**src/rtl/uart_pkg.sv**
```systemverilog
// Shared definitions for the UART transmit path: arbiter state encoding,
// byte width, serializer bit period and the default mid-message hold limit.
package uart_pkg;

  localparam int UART_DATA_W          = 8;
  localparam int UART_CLKS_PER_BIT    = 10416;
  localparam int HOLD_TIMEOUT_DEFAULT = 1_000_000;

  typedef enum logic [1:0] {
    IDLE,
    GRANT,
    WAIT_BUSY,
    WAIT_DONE
  } arb_state_e;

  // Successor of a requester index, wrapping N-1 back to 0.
  function automatic int next_idx(input int idx, input int n);
    return (idx == n - 1) ? 0 : idx + 1;
  endfunction

endpackage

```
**src/rtl/rr_pick.sv**
```systemverilog
// Combinational round-robin selector: returns the first set request bit
// found searching upward from ptr_i, wrapping past the top index.
module rr_pick #(
  parameter  int N  = 4,
  localparam int IW = $clog2(N)
) (
  input  logic [N-1:0]  req_i,
  input  logic [IW-1:0] ptr_i,
  output logic          found_o,
  output logic [IW-1:0] idx_o
);

  always_comb begin
    // NOTE: every output gets a default first so no path leaves it unassigned,
    // which would otherwise infer a latch.
    found_o = 1'b0;
    idx_o   = '0;
    // Walk from the farthest candidate to the nearest so the nearest wins.
    for (int k = N - 1; k >= 0; k--) begin
      if (req_i[(int'(ptr_i) + k) % N]) begin
        found_o = 1'b1;
        idx_o   = IW'((int'(ptr_i) + k) % N);
      end
    end
  end

endmodule

```
**src/rtl/uart_tx_arbiter.sv**
```systemverilog
// Round-robin owner of the shared UART serializer; a grant covers a whole
// message so bytes of different requesters never interleave on the line.
module uart_tx_arbiter
  import uart_pkg::*;
#(
  parameter  int N_REQ        = 4,
  parameter  int DATA_W       = UART_DATA_W,
  parameter  int HOLD_TIMEOUT = HOLD_TIMEOUT_DEFAULT,
  localparam int IW           = $clog2(N_REQ)
) (
  input  logic                    clk,
  input  logic                    rst_n,
  input  logic [N_REQ-1:0]        req_valid,
  input  logic [N_REQ*DATA_W-1:0] req_data,
  input  logic [N_REQ-1:0]        req_last,
  output logic [N_REQ-1:0]        req_ready,
  output logic                    tx_start,
  output logic [DATA_W-1:0]       tx_data,
  input  logic                    tx_busy,
  output logic                    grant_active,
  output logic [IW-1:0]           grant_id
);

  localparam int             CNT_W     = $clog2(HOLD_TIMEOUT + 1);
  localparam logic [CNT_W-1:0] HOLD_LAST = CNT_W'(HOLD_TIMEOUT - 1);

  arb_state_e        state_q;
  logic [IW-1:0]     ptr_q;
  logic [IW-1:0]     grant_id_q;
  logic              grant_active_q;
  logic              tx_start_q;
  logic [DATA_W-1:0] tx_data_q;
  logic              last_q;
  logic [CNT_W-1:0]  hold_cnt_q;

  logic              pick_found;
  logic [IW-1:0]     pick_idx;
  logic              accept;
  logic [IW-1:0]     ptr_d;

  rr_pick #(.N(N_REQ)) u_pick (
    .req_i   (req_valid),
    .ptr_i   (ptr_q),
    .found_o (pick_found),
    .idx_o   (pick_idx)
  );

  assign accept = (state_q == GRANT) && req_valid[grant_id_q] && !tx_busy;
  assign ptr_d  = IW'(next_idx(int'(grant_id_q), N_REQ));

  always_comb begin
    req_ready = '0;
    if (accept) req_ready[grant_id_q] = 1'b1;
  end

  always_ff @(posedge clk or negedge rst_n) begin
    // NOTE: sequential state is updated with non-blocking assignments so every
    // register samples pre-edge values regardless of statement order.
    if (!rst_n) begin
      state_q        <= IDLE;
      ptr_q          <= '0;
      grant_id_q     <= '0;
      grant_active_q <= 1'b0;
      tx_start_q     <= 1'b0;
      tx_data_q      <= '0;
      last_q         <= 1'b0;
      hold_cnt_q     <= '0;
    end else begin
      tx_start_q <= 1'b0;
      case (state_q)
        IDLE: begin
          if (pick_found) begin
            grant_id_q     <= pick_idx;
            grant_active_q <= 1'b1;
            hold_cnt_q     <= '0;
            state_q        <= GRANT;
          end
        end
        GRANT: begin
          if (accept) begin
            tx_data_q  <= req_data[int'(grant_id_q)*DATA_W +: DATA_W];
            last_q     <= req_last[grant_id_q];
            tx_start_q <= 1'b1;
            state_q    <= WAIT_BUSY;
          end else if (!req_valid[grant_id_q]) begin
            // Only an owner stall counts; serializer backpressure does not.
            if (hold_cnt_q == HOLD_LAST) begin
              ptr_q          <= ptr_d;
              grant_active_q <= 1'b0;
              state_q        <= IDLE;
            end else begin
              hold_cnt_q <= hold_cnt_q + 1'b1;
            end
          end
        end
        WAIT_BUSY: begin
          if (tx_busy) state_q <= WAIT_DONE;
        end
        WAIT_DONE: begin
          if (!tx_busy) begin
            if (last_q) begin
              ptr_q          <= ptr_d;
              grant_active_q <= 1'b0;
              state_q        <= IDLE;
            end else begin
              hold_cnt_q <= '0;
              state_q    <= GRANT;
            end
          end
        end
        default: state_q <= IDLE;
      endcase
    end
  end

  assign tx_start     = tx_start_q;
  assign tx_data      = tx_data_q;
  assign grant_active = grant_active_q;
  assign grant_id     = grant_id_q;

endmodule

```
**config.mk**
```make
export PLATFORM = sky130hd
export DESIGN_NAME = uart_tx_arbiter
export DESIGN_NICKNAME = d
export VERILOG_FILES = /design/src/rtl/uart_pkg.sv /design/src/rtl/rr_pick.sv /design/src/rtl/uart_tx_arbiter.sv
export SDC_FILE = /design/constraint.sdc
export NUM_CORES = 1
export LEC_CHECK = 0
export ABC_AREA = 1
export CAP_MARGIN = 20
export CORE_MARGIN = 2
export CORE_UTILIZATION = 56
export CTS_CLUSTER_SIZE = 30
export DETAILED_ROUTE_END_ITERATION = 7
export MAX_ROUTING_LAYER = met4
export PLACE_DENSITY = 0.92
export SYNTH_ARGS = -nofsm -noshare
export SYNTH_HDL_FRONTEND = slang
export SYNTH_SLANG_ARGS = --single-unit
```
**constraint.sdc**
```tcl
create_clock -name clk -period 3.4 [get_ports clk]
set_clock_uncertainty 0.15 [all_clocks]
set_input_delay 0.68 -clock clk [delete_from_list [all_inputs] [get_ports clk]]
set_output_delay 0.68 -clock clk [all_outputs]
set_load 0.02 [all_outputs]
```
==> impl_results.md, run 1 <==
- CP peak stage delay: ~0.62 ns
- DR pass1 iterations: 4
- Vias in the first global route: 2,757
- CTS Root Cell: clkbuf_8
- Most frequent cells in the layout: 151 x nand2_1, 68 x nor2_1, 56 x clkdlybuf4s50_1
- IO Count: 59
- Max Root-Sink Buffers: 2
- Met1 usage: between 30% and 40%
- Pin count of the biggest net entering global routing: 38
- Number of buffers and inverters on the critical path: 3
- Max-Cap Viols: 0
- CP Capture Type: output pin
- Met3 usage: under 10%
- Remaining DRCs: 0
- Core Box Area: 0.00472 mm^2
- Final TNS setup: 0 ns
- Worst Path Required: approximately 2.6 ns
- WL/cell: between 10 and 15 um
- Seq/Total Area, Yosys: around 34%
- Top post-synthesis cells by area: dfrtp_1 34%, nand2_1 21%, nor2_1 9.3%
- Final Util: 72.8%
- CP arrival: 2.47 ns
- Tightest Pin Transition: 0.806 ns
- Critical-path top delay cell: clkdlybuf4s50_1
- Largest area contributor in the netlist: dfrtp_1
- Count of final max-slew check failures: 0
- CTS tree: yes
- Initial Util: roughly 58%
- Hold Vio Cnt, Final: 0
- Worst setup path class: input pin to output pin
- Clock sinks: 37
- PortBufs: slightly below 60
- DRT antenna net count: 0
- Post-synthesis cell area: 0.00276 mm^2
- Area Growth Syn to Fin: 24.7%
- Row cnt: 25
- Routability cong.: approximately 0.89
- Syn Nets: roughly 480
- Worst-path maximum fanout: 5
- Post-CTS setup buffer count: 0
- Commonest non-fill, non-tap cell in the layout: nand2_1
- Pwr dens: ~670 mW/mm^2
- Chip Width: between 70 and 80 um
- HP Class: input pin to async pin
- Synth Instances: between 400 and 500
- DR vias: 2,888
- DIE AREA: between 0.005 and 0.006 mm^2
- Hold buffers post-CTS: 0
- Via density: roughly 5.3
- Fmax: between 300 and 400 MHz
- Status: completed
- Cell variety after synth: 30
- GRT overflow: 0
- Layout cells sized above 1: ~7.5%
- P_leak: approximately 1.6 nW
- Initial antenna violation count: 0
- Worst rel slew slack: between 40 and 50%
- Warnings, synthesis: 0
- Top-area cell type share of the netlist area: 33.6%
- CTS buffer count: 5
- Routed WL: just under 7000 um
- Global routing's busiest layer: met2
- Initial DRC Count: 185
- Avg Cell Area, Syn: approximately 6.5 um^2
- GRT met2 Usage: a little under half
- RSZ-0062 raised after global routing: false
- Register bit total from synthesis: 37
- Worst-path clk slew: ~0.070 ns
- Final nets: between 500 and 600
- Crit start category: input pin
- Inserted Diodes: 0
- Fillers: 355
- Min cycle time layout: about 3.3 ns
- Worst path most repeated cell: clkdlybuf4s50_1
- Worst-skew pair later-pin latency: 0.29 ns
- First-pass GRT wire length: approximately 11,000 um
- Hold WS: about 0.32 ns
- DPL Wire Length: ~5200 um
- Htree depth: 2
- Gr usage total: between 20% and 30%
- CP top delay family: buffers and inverters
- Peak supply drop: around 0.00046 V
- # setup viols final: 0
- Final worst path period share: a little over nine tenths
- CP cell instances: clkdlybuf4s50_1 -> inv_1 -> nand2_1 -> nand3_2 -> nand2_2 -> nand3_1 -> nor2_1 -> clkdlybuf4s50_1
- Die Y: 74.2 um
## cell families after synthesis
| group | count (synthesis) | synth area share [%] |
|---|---|---|
| AND/OR/NAND/NOR | 266 | 40.4 |
| adder cells (fa/ha/maj) | 5 | 2.27 |
| AO/OA/AOI/OAI | 53 | 10.8 |
| buffers and inverters | 54 | 9.03 |
| XOR/XNOR | 12 | 3.81 |
| flip-flops | 37 | 33.6 |
## synthesized netlist by cell type (all sizes together)
library cell	number
a21oi	6
and3	1
buf	8
clkbuf	7
dfrtp	37
ha	5
inv	39
nand2	160
nand3	23
nand3b	1
nand4	4
nor2	71
nor3	4
nor3b	2
o21ai	38
o22ai	9
xnor2	1
xor2	11
## path summary, 6_finish.rpt
check,from,endpoint,slack [ns],cells past startpoint
max,req_valid[3],req_ready[3],0.10,8
min,rst_n,hold_cnt_q[6],0.32,1
min reg2reg,tx_data[7],tx_data[7],0.34,2
max reg2reg,ptr_q[0],hold_cnt_q[0],1.21,12
max in group asynchronous,rst_n,hold_cnt_q[4],2.27,1
min in group clk,tx_data[7],tx_data[7],0.34,2
## worst reg2reg max path, delay by kind of cell (launching register included)
family | cells | cell delay, ns
and+or+nand+nor | 10 | 1.12
DFF | 1 | 0.50
buffers and inverters | 2 | 0.32
## sequential cells by signal (all words and copies together), names as in the netlist, named ones only
register and flops:
tx_start 1, tx_data 8, hold_cnt_q 20, grant_id 2, grant_active 1, state_q 1
last_q 1, ptr_q 2
## metal layers
layer	wire, um	part of all wire (%)
met1	2940	43
met4	119	1.7
met5	0	0
met3	526	7.7
met2	3260	48
## per-stage QoR
step	std cells	instance area [um^2]	power [mW]	setup slack [ns]
6_report	549	3440	2.32	0.101
5_1_grt	549	3440	2.50	0.0292
4_1_cts	549	3430	2.32	0.0860
3_5_place_dp	541	3350	2.01	0.100
3_3_place_gp	541	3350	1.97	0.191
2_1_floorplan	427	2760	1.67	0.947
## where the power goes
group	switching [mW]	internal, mW
sequential	0.118	0.546
clock	0.161	0.141
combinational	0.885	0.469
total	1.16	1.16
## timing repair
action,4_1_cts,5_1_grt
endpoints found under the hold margin,0,0
resized for setup,0,1
setup endpoints to repair,0,1
## area by class of cell
type                    count  area [um^2]  share of cell area (%)
clock buffers               5         68.8                    2.00
clock inverters             3         17.5                   0.510
inverters                  39          151                    4.40
multi-input cells         336         1580                    46.0
flip-flops and latches     37          926                    26.9
well taps                  67         83.8                    2.44
repair buffers             62          608                    17.7
Note: power is estimated with default switching activity, not from simulation.
==> run 2: changes to the inputs <==
- CORE_UTILIZATION: 56 -> 60
- DONT_BUFFER_PORTS: unset -> 1
- PLACE_DENSITY: 0.92 -> 0.81
==> run 2 against run 1 <==
Cell area fell by 15%; via count fell by 7.1%; utilization fell by 6.3 points.
==> impl_results.md, run 2 (synthesis gave the netlist of run 1 again) <==
- WL/cell: 13.3 um
- DR pass1 iterations: 5
- Via density: ~5.6
- Design area: about 0.003 mm^2
- Register area: around 930 um^2
- Initial DRC Count: 168
- CP arrival: approximately 1.8 ns
- Worst-path clk slew: roughly 0.080 ns
- Pwr dens: about 760 mW/mm^2
- Remaining DRCs: 0
- Min cycle time layout: ~2.7 ns
- Max Root-Sink Buffers: 2
- Total placed cells including tap cells: 471
- Worst Path Required: approximately 2.6 ns
- CP Capture Type: output pin
- Row cnt: 24
- Fmax: between 300 and 400 MHz
- CTS Root Cell: clkbuf_8
- P_leak: 1.42 nW
- Met2 WL: approximately 3200 um
- Layout cells sized above 1: under 10%
- Placed Area: between 0.002 and 0.003 mm^2
- Final TNS setup: 0 ns
- Vias in the first global route: between 2,000 and 3,000
- IO Count: 59
- Routability cong.: between 0.9 and 1
- R2r startpoint: grant_id[0]
- PortBufs: 0
- Peak supply drop: 0.000491 V
- WL met3: slightly above 400 um
- Status: completed
- Worst-path maximum fanout: 24
- Tightest Pin Transition: approximately 0.6 ns
- HP Class: input pin to async pin
- Clock sinks: 37
- Hold Vio Cnt, Final: 0
- Core Box Area: ~0.0044 mm^2
- Final nets: around 480
- Commonest non-fill, non-tap cell in the layout: nand2_1
- Worst rel slew slack: about three fifths
- Max reg flops: 20
- CP startpoint: grant_id[0]
- Routed WL: 6370 um
- GRT overflow: 0
- Max layer used: met4
- Initial Util: between 60% and 70%
- CTS tree: yes
- DRT antenna net count: 0
- Final worst path period share: a little under 80%
- RSZ-0062 raised after global routing: false
- Max-Cap Viols: 0
- DR vias: ~2,700
- Area Growth Syn to Fin: 5.67%
- Worst-skew pair later-pin latency: just under 0.3 ns
- DIE AREA: about 0.0052 mm^2
- Met1 wire length: 2740 um
- Most frequent cells in the layout: 151 x nand2_1, 68 x nor2_1, 37 x dfrtp_1
- First-pass GRT wire length: 10,800 um
- CTS buffer count: 5
- Multi-input logic area: between 0.0015 and 0.002 mm^2
- Crit start category: flip-flop
- # setup viols final: 0
- Setup WS post-layout: 0.742 ns
- Gr usage total: a little over a quarter
- Count of final max-slew check failures: 0
- Finished Layout Cells: 480
- Die Y: roughly 72 um
- Biggest register: hold_cnt_q
- Htree depth: 2
- Pre-CTS WS: around 1.1 ns
- Total power: around 2.2 mW
- Inserted Diodes: 0
- Pin count of the biggest net entering global routing: 38
- Fillers: approximately 410
- DPL Wire Length: approximately 4600 um
- Chip Width: roughly 72 um
- Initial antenna violation count: 0
- Worst setup path class: flip-flop to output pin
run 2: final timing paths:
check | endpoint | cells after the start | slack (ns)
min in group clk | hold_cnt_q[17] | 2 | 0.40
max reg2reg | hold_cnt_q[7] | 10 | 1.07
max | req_ready[2] | 7 | 0.74
max in group asynchronous | last_q | 1 | 2.85
min reg2reg | hold_cnt_q[17] | 2 | 0.40
min | hold_cnt_q[9] | 1 | 0.07
run 2: report_power, final:
part | internal, mW | switching [mW] | total, mW
clock network | 0.239 | 0.163 | 0.403
logic | 0.322 | 0.781 | 1.10
registers | 0.546 | 0.170 | 0.716
total | 1.11 | 1.11 | 2.22
run 2: area by class of cell:
cell class / instances / share of cell area [%]
inverter: 39 / 5.20
clock buffer: 7 / 2.96
clock inverter: 1 / 1.03
timing repair buffer: 8 / 2.49
multi-input combinational: 336 / 54.3
sequential: 37 / 31.8
tap: 52 / 2.23
run 2: worst max-delay path: stages, from the launching register on:
cell and delay (ns):
dfrtp_1 0.38, inv_1 0.46, nand2_1 0.10, nand3_1 0.11, nand2_2 0.09, nand3_1 0.17, nor2_1 0.07, buf_4 0.16
run 2: stage by stage:
step	hold WS, ns	util [%]
floorplan	0.234	-
global placement	0.236	63.3
detailed placement	0.236	63.3
CTS	0.0676	66.4
global route	0.0708	66.4
finish	0.0652	66.4
run 2: routing by layer:
| metal | vias to the layer above | GRT usage, % |
|---|---|---|
| met4 | 0 | 5.87 |
| met2 | 108 | 47.0 |
| met1 | 1227 | 31.9 |
| met5 | - | - |
| li1 | 1340 | - |
| met3 | 7 | 5.91 |
run 2: timing repair:
action	in CTS	in global routing
resized for setup	0	0
hold buffers	1	0
hold endpoints to repair	37	0
setup buffers	0	0
==> run 3: changes to the inputs <==
- clock period: 3.4 -> 2.6 ns (I/O delays scaled with it)
==> run 3 against run 2 <==
Via count shrank 3.7%; hold slack better by 0.28 ns; largest power group unchanged; register-to-register slack worse by 0.61 ns; non-clock buffer count rose by 2; sequential power increased by 33%; clock power up 27%; worst setup slack got worse by 0.59 ns; wire length is 4.6% lower; count of clock-buffer cells in the layout down 2; sequential share of layout area down 0.15 points; flip-flop and latch count unchanged.
==> impl_results.md, run 3 (synthesis gave the netlist of run 1 again) <==
- Final worst path period share: between 90 and 100%
- Setup WS post-layout: around 0.15 ns
- Sw Share: between 50% and 60%
- Layout cells sized above 1: approximately a tenth
- Routability cong.: between 0.9 and 1
- Peak supply drop: between 0.0007 and 0.0008 V
- Final nets: approximately 480
- Routed WL: 6080 um
- Area Growth Syn to Fin: 6.31%
- CTS buffer count: 5
- Row cnt: 24
- Most frequent cells in the layout: 151 x nand2_1, 68 x nor2_1, 36 x inv_1, 36 x dfrtp_1, 28 x o21ai_0
- IO Count: roughly 60
- Max Root-Sink Buffers: 2
- Logic pwr share: 49.1%
- Tightest Pin Transition: 0.418 ns
- Worst-path maximum fanout: 13
- Biggest register: hold_cnt_q
- Initial DRC Count: between 150 and 200
- Flop pwr share: between 30% and 40%
- Pre-CTS WS: 0.464 ns
- Pwr dens: between 900 and 1000 mW/mm^2
- Via density: 5.36
- Die Y: 71.8 um
- Chip Width: 71.8 um
- CTS Root Cell: clkbuf_8
- Worst Path Required: slightly below 2 ns
- CP Capture Type: output pin
- WL/cell: around 13 um
- Commonest non-fill, non-tap cell in the layout: nand2_1
- DIE AREA: 0.00515 mm^2
- Psw: roughly 1.5 mW
- Hold Vio Cnt, Final: 0
- DR vias: between 2,000 and 3,000
- Total power: between 2 and 3 mW
- Worst-path clk slew: ~0.08 ns
- First-pass GRT wire length: about 10,000 um
- Pin count of the biggest net entering global routing: 38
- Status: completed
- Min-delay src: req_data[6]
- Fmax: 408 MHz
- CTS tree: yes
- Internal power: around 1.4 mW
- Post-CTS setup buffer count: 0
- CP startpoint: grant_id[1]
- Max-Cap Viols: 0
- Initial Util: between 60% and 70%
- Total placed cells including tap cells: approximately 470
- Vias in the first global route: approximately 2,300
- # setup viols final: 0
- R2r startpoint: ptr_q[0]
- Worst rel slew slack: 72.1%
- Min cycle time layout: around 2.4 ns
- Finished Layout Cells: between 400 and 500
- Core Box Area: 0.00438 mm^2
- GRT overflow: 0
- Remaining DRCs: 0
- DRT antenna net count: 0
- Final TNS setup: 0 ns
- DPL Wire Length: roughly 4500 um
- Clock sinks: 37
- CP arrival: 1.78 ns
- Gr usage total: about 25%
- Proportion of power drawn by the clock network: ~18%
- Placed Area: between 0.002 and 0.003 mm^2
- P_leak: around 1.4 nW
- DR pass1 iterations: 5
- Count of final max-slew check failures: 0
- Worst-skew pair later-pin latency: ~0.30 ns
- Crit start category: flip-flop
- Initial antenna violation count: 0
- Design area: about 0.0029 mm^2
- Htree depth: 2
- PortBufs: 0
- Worst setup path class: flip-flop to output pin
- Inserted Diodes: 0
- Max reg flops: 20
- RSZ-0062 raised after global routing: false
- HP Class: input pin to flip-flop
## run 3: cell count changes in the layout (fill, tap and decap cells not counted)
cell / before / now
dlygate4sd3_1: 0 / 1
clkbuf_8: 6 / 5
clkinvlp_4: 0 / 1
clkbuf_1: 1 / 0
buf_4: 7 / 8
dfrtp_2: 0 / 1
dfrtp_1: 37 / 36
clkinv_4: 0 / 1
## run 3: what timing repair did
item | in CTS | in global routing
resized for setup | 0 | 1
setup endpoints to repair | 0 | 4
hold buffers | 2 | 0
endpoints found under the hold margin | 37 | 0
## run 3: power by group through the flow
stage / Sequential (mW) / Combinational, mW / Clock [mW]
after floorplan: 0.920 / 1.26 / 0
after global placement: 0.959 / 1.35 / 0
after detailed placement: 0.962 / 1.39 / 0
after CTS: 0.952 / 1.41 / 0.516
after global routing: 0.976 / 1.60 / 0.538
final: 0.955 / 1.42 / 0.513
## run 3: path summary, 6_finish.rpt
path / end / slack [ns] / cells after the start
min in group asynchronous: hold_cnt_q[14] / 0.52 / 2
worst min register to register: hold_cnt_q[19] / 0.40 / 2
max in group asynchronous: grant_id[0] / 1.58 / 2
worst max-delay path: req_ready[0] / 0.15 / 6
worst min-delay path: tx_data[6] / 0.34 / 4
worst max register to register: hold_cnt_q[18] / 0.46 / 12
## run 3: per-layer routing
metal	vias to the layer above	track usage, %	wire (um)
li1	1343	-	-
met4	0	7.13	86
met3	11	5.77	353
met5	-	-	0
met2	85	40.9	2780
met1	1144	31.9	2860
## run 3: critical path: stages (launching register included)
cell and delay [ns]:
dfrtp_1 0.39, inv_1 0.29, nand3_1 0.14, nand2_2 0.14, nand3_1 0.19, nor2_1 0.17
buf_4 0.16
## run 3: area by class of cell
type / count / area, um^2
Clock inverter: 3 / 46.3
Inverter: 39 / 151
Timing Repair Buffer: 10 / 90.1
Sequential cell: 37 / 927
Fill cell: 385 / 1450
Tap cell: 52 / 65.1
Clock buffer: 5 / 68.8
Multi-Input combinational cell: 336 / 1580
## run 3: per-stage QoR
step	hold WS, ns	utilization, %
3_5_place_dp	0.0758	63.5
2_1_floorplan	0.0744	-
4_1_cts	0.346	66.8
6_report	0.344	66.8
3_3_place_gp	0.0756	63.5
5_1_grt	0.353	66.8
